<file path="src/rtl/pipe_stage_skid.sv">
// Elastic pipeline register with a 2-entry skid buffer, synchronous flush and NOP output mux.
// Optional stall-cycle counter port is enabled by defining STAGE_STALL_CNT_EN.
module pipe_stage_skid #(
  parameter int unsigned       PC_W     = 32,
  parameter int unsigned       INSTR_W  = 32,
  parameter logic [INSTR_W-1:0] NOP_WORD = '0
) (
  input  logic               clk,
  input  logic               reset,
  input  logic               in_valid,
  output logic               in_ready,
  input  logic [PC_W-1:0]    pc_plus_4_in,
  input  logic [INSTR_W-1:0] instruction_in,
  input  logic               flush,
  output logic               out_valid,
  input  logic               out_ready,
  output logic [PC_W-1:0]    pc_plus_4_out,
`ifdef STAGE_STALL_CNT_EN
  output logic [15:0]        stall_cycles,
`endif
  output logic [INSTR_W-1:0] instruction_out
);

  logic               m_valid_q, m_valid_d;
  logic [PC_W-1:0]    m_pc_q, m_pc_d;
  logic [INSTR_W-1:0] m_ins_q, m_ins_d;
  logic               s_valid_q, s_valid_d;
  logic [PC_W-1:0]    s_pc_q, s_pc_d;
  logic [INSTR_W-1:0] s_ins_q, s_ins_d;
  logic               in_ready_q, in_ready_d;

  logic accept;
  logic issue;

  assign accept = in_valid & in_ready_q;
  assign issue  = m_valid_q & out_ready;

  always_comb begin
    m_valid_d  = m_valid_q;
    m_pc_d     = m_pc_q;
    m_ins_d    = m_ins_q;
    s_valid_d  = s_valid_q;
    s_pc_d     = s_pc_q;
    s_ins_d    = s_ins_q;

    if (flush) begin
      // Payload registers keep stale data; only the valid bits are squashed.
      m_valid_d = 1'b0;
      s_valid_d = 1'b0;
    end else if (issue && s_valid_q) begin
      // in_ready is low whenever the skid is full, so no accept can collide here.
      m_valid_d = 1'b1;
      m_pc_d    = s_pc_q;
      m_ins_d   = s_ins_q;
      s_valid_d = 1'b0;
    end else if (accept && (!m_valid_q || issue)) begin
      m_valid_d = 1'b1;
      m_pc_d    = pc_plus_4_in;
      m_ins_d   = instruction_in;
    end else if (accept) begin
      s_valid_d = 1'b1;
      s_pc_d    = pc_plus_4_in;
      s_ins_d   = instruction_in;
    end else if (issue) begin
      m_valid_d = 1'b0;
    end

    in_ready_d = ~s_valid_d;
  end

  always_ff @(posedge clk) begin
    if (reset) begin
      m_valid_q  <= 1'b0;
      m_pc_q     <= '0;
      m_ins_q    <= '0;
      s_valid_q  <= 1'b0;
      s_pc_q     <= '0;
      s_ins_q    <= '0;
      in_ready_q <= 1'b1;
    end else begin
      m_valid_q  <= m_valid_d;
      m_pc_q     <= m_pc_d;
      m_ins_q    <= m_ins_d;
      s_valid_q  <= s_valid_d;
      s_pc_q     <= s_pc_d;
      s_ins_q    <= s_ins_d;
      in_ready_q <= in_ready_d;
    end
  end

  assign in_ready        = in_ready_q;
  assign out_valid       = m_valid_q;
  assign pc_plus_4_out   = m_pc_q;
  assign instruction_out = m_valid_q ? m_ins_q : NOP_WORD;

`ifdef STAGE_STALL_CNT_EN
  logic [15:0] stall_cycles_q, stall_cycles_d;

  // Counts downstream backpressure cycles; saturates and survives flush.
  always_comb begin
    stall_cycles_d = stall_cycles_q;
    if (m_valid_q && !out_ready && (stall_cycles_q != 16'hFFFF)) begin
      stall_cycles_d = stall_cycles_q + 16'd1;
    end
  end

  always_ff @(posedge clk) begin
    if (reset) begin
      stall_cycles_q <= 16'd0;
    end else begin
      stall_cycles_q <= stall_cycles_d;
    end
  end

  assign stall_cycles = stall_cycles_q;
`endif

endmodule

</file>
<file path="config.mk">
export PLATFORM = sky130hd
export DESIGN_NAME = pipe_stage_skid
export DESIGN_NICKNAME = d
export VERILOG_FILES = /design/src/rtl/pipe_stage_skid.sv
export SDC_FILE = /design/constraint.sdc
export NUM_CORES = 1
export LEC_CHECK = 0
export BUFFER_PORTS_ARGS = -buffer_cell sky130_fd_sc_hd__buf_2
export CAP_MARGIN = 40
export CORE_ASPECT_RATIO = 1.2
export CORE_MARGIN = 1.5
export CORE_UTILIZATION = 54
export CTS_CLUSTER_SIZE = 30
export DETAILED_ROUTE_END_ITERATION = 8
export GPL_ROUTABILITY_DRIVEN = 0
export GPL_TIMING_DRIVEN = 0
export MAX_ROUTING_LAYER = met4
export PLACE_DENSITY = 0.81
export REMOVE_ABC_BUFFERS = 1
export SYNTH_ARGS = -nofsm -noshare
export SYNTH_HDL_FRONTEND = slang
export SYNTH_SLANG_ARGS = --single-unit
</file>
<file path="constraint.sdc">
create_clock -name clk -period 1.43 [get_ports clk]
set_input_delay 0.2145 -clock clk [delete_from_list [all_inputs] [get_ports clk]]
set_output_delay 0.2145 -clock clk [all_outputs]
set_load 0.05 [all_outputs]
</file>
==> results.yml <==
worst_setup_path:
  path_class: "flop to primary output"
  timing.critical_path.required_ns: 1.22
  critical_path_peak_fanout: 7
  cp-end-kind: "primary output"
  crit_arrival_ns: 1.38
  worst_setup_path_start_kind: "flop"
  reg2regPathDepth: 5
global_route:
  grt_start_max_net_pins: 79
  groute.usage.overall: 0.312
  grt_antenna_before_repair: 2
  first_global_vias: 5827
  grt-ovfl-total: 0
  grt_pass1_wl_um: 28900
final_layout:
  layout.nets: 843
  layout-drive-gt1-share: 0.409
  seq_cell_area_um2: 2630
  filler_cell_count: 717
  stdcell_count: 943
  mostFrequentLayoutCell: "dfxtp_1"
  area_growth_syn_to_layout_pct: 38.7
  combined_area_of_the_multi_input_logic_cells_um2: 3300
  final_cell_mix: "dfxtp_1, buf_2, nand3_1"
sta:
  timing.final.max_slew_violations: 0
  worst_slack_ns: -0.166
  hold_viol: 0
  tightest_slew_ns: 0.579
  achievable-frequency_mhz: 627
  timing.final.setup_violations: 130
  layout_min_cycle_time_ns: 1.60
  timing.slew.headroom: 0.614
  grt_setup_unrepaired: "yes"
  final.period_utilization: 1.12
  worst_clock_skew_ns: 0.00887
floorplanning:
  chipWidth_um: 100
  coreArea_um2: 11100
  starting_density_of_the_core: 0.555
  design.die.area_um2: 12100
  core.rowCount: 42
  io_pins: 135
  die_height_um: 120
status:
  violations_in_the_final_reports: "setup timing"
  status: "finished, violations left"
clock_tree:
  clk_transition_reported_paths_ns: 0.06
  clk-insertion-delay-late_ns: 0.41
  cts_tree: "built"
  cts-root-buf: "clkbuf_16"
  cts_sinks: 131
  clock_tree.buffer_depth: 2
  cts-buffers-inserted: 17
  number_of_buffers_added_to_fix_hold_violations_after_cts: 0
  cts_max_level: 4
logic_synthesis:
  synth_largest_type_area_fraction: 0.426
  synthTopCellsByArea: "dfxtp_1, a211oi_2, mux2i_1"
  synthDominantAreaCellType: "dfxtp_1"
  synth.ff_latch_count: 131
  post_synthesis_cell_count: 640
  synth.yosys.seq_area_share: 0.426
  ys.warnings.count: 0
  yosysUniqueCellTypes: 27
  synth_area_um2: 6160
  postSynthAreaPerCell_um2: 9.62
min_path:
  hold_class: "primary input to flop"
  number_of_instances_on_the_worst_hold_path: 3
placed_design:
  post_place_cells: 858
  preCtsSetupSlack_ns: -1.73
  hpwl_after_detailed_placement_um: 9450
  placement.io_buffers: 134
detailed_routing:
  wl_per_cell_um: 22.0
  routed_wirelength_um: 20700
  detailedRoute.firstPassIterationCount: 7
  ant_nets: 0
  vias_per_cell: 6.51
  drc: 0
  vias: 6141
  initialDrtViolationCount: 732
pwr:
  power.static_leakage_nw: 3.59
  vdd_drop_max_mv: 0.812
  powerDensity_nw_per_um2: 1130
job:
  max_cap_viol_count: 0
[registers in the layout, indices dropped and copies added (netlist names)]
signal         cells
in_ready           1
s_valid_q          1
s_pc_q            32
s_ins_q           32
pc_plus_4_out     32
out_valid          1
m_ins_q           32
[power breakdown]
part	total [mW]	leakage, nW	internal [mW]	switching (mW)
registers	3.87	1.07	3.79	0.0833
clock network	4.25	0.275	2.60	1.64
logic	1.48	2.24	0.540	0.944
[layout make-up]
class | count | area share
multi-input cells | 432 | 0.387
flip-flops and latches | 131 | 0.309
repair buffers | 190 | 0.211
clock buffers | 19 | 0.0519
well taps | 154 | 0.0226
clock inverters | 13 | 0.0160
inverters | 2 | 0.00235
diodes | 2 | 0.000586
[through the flow]
| stage | setup TNS [ns] | cell area, um^2 | power (mW) | hold slack [ns] | util |
|---|---|---|---|---|---|
| after floorplan | -321.88 | 5710 | 4.67 | 0.279 | - |
| after global placement | -513.06 | 6570 | 5.06 | 0.459 | 0.592 |
| after detailed placement | -159.12 | 6810 | 5.16 | 0.466 | 0.615 |
| after CTS | -10.85 | 7890 | 9.43 | 0.0553 | 0.711 |
| after global routing | -13.91 | 8540 | 9.88 | 0.0557 | 0.770 |
| final | -8.64 | 8540 | 9.61 | 0.0616 | 0.770 |
[synthesized netlist by cell type]
library cell and instances:
dfxtp_1 131, a31oi_1 65, a21oi_1 64, mux2i_1 64, nand3_1 64, a211oi_2 60
buf_2 36, and2_1 32, o21ai_0 32, o21ai_1 32, clkbuf_1 28, buf_4 8
buf_8 6, a211oi_1 4, nand2b_1 2, a2111o_1 1, a22o_1 1, a22oi_1 1
and3_1 1, and4b_1 1, buf_1 1, buf_6 1, inv_1 1, inv_2 1
nand3_2 1, nand4b_2 1, nor3_1 1
[kinds of logic after synthesis]
| logic type | Yosys count | synth area share |
|---|---|---|
| AOI/OAI and AO/OA | 260 | 0.301 |
| DFF | 131 | 0.426 |
| and+or+nand+nor | 103 | 0.0941 |
| buffers and inverters | 82 | 0.0744 |
| muxes | 64 | 0.104 |
[worst max-delay path: stages, from the launching register on]
cell and delay [ns]:
dfxtp_4 0.43, buf_12 0.13, buf_12 0.10, and2_4 0.16, buf_8 0.14
[worst paths after layout]
| kind | startpoint | endpoint | slack, ns |
|---|---|---|---|
| max reg2reg | out_valid$_SDFFE_PP0P_ | m_ins_q[9]$_SDFFE_PP0P_ | -0.15 |
| min | instruction_in[1] | s_ins_q[1]$_SDFFE_PP0P_ | 0.06 |
| max | out_valid$_SDFFE_PP0P_ | instruction_out[12] | -0.17 |
| min reg2reg | s_pc_q[29]$_SDFFE_PP0P_ | s_pc_q[29]$_SDFFE_PP0P_ | 0.47 |
[per-layer routing]
| layer | GRT usage | vias to the layer above | wire (um) |
|---|---|---|---|
| li1 | - | 2698 | - |
| met1 | 0.368 | 2978 | 7860 |
| met2 | 0.511 | 380 | 10400 |
| met3 | 0.0553 | 85 | 1590 |
| met4 | 0.154 | 0 | 827 |
| met5 | - | - | 0 |
[timing repair]
item / 4_1_cts / 5_1_grt
pin swaps: 5 / 7
setup endpoints to repair: 163 / 152
gates cloned: 6 / 12
gates resized for setup: 80 / 72
setup buffers: 17 / 16
Power figures use the tool's default switching activity.
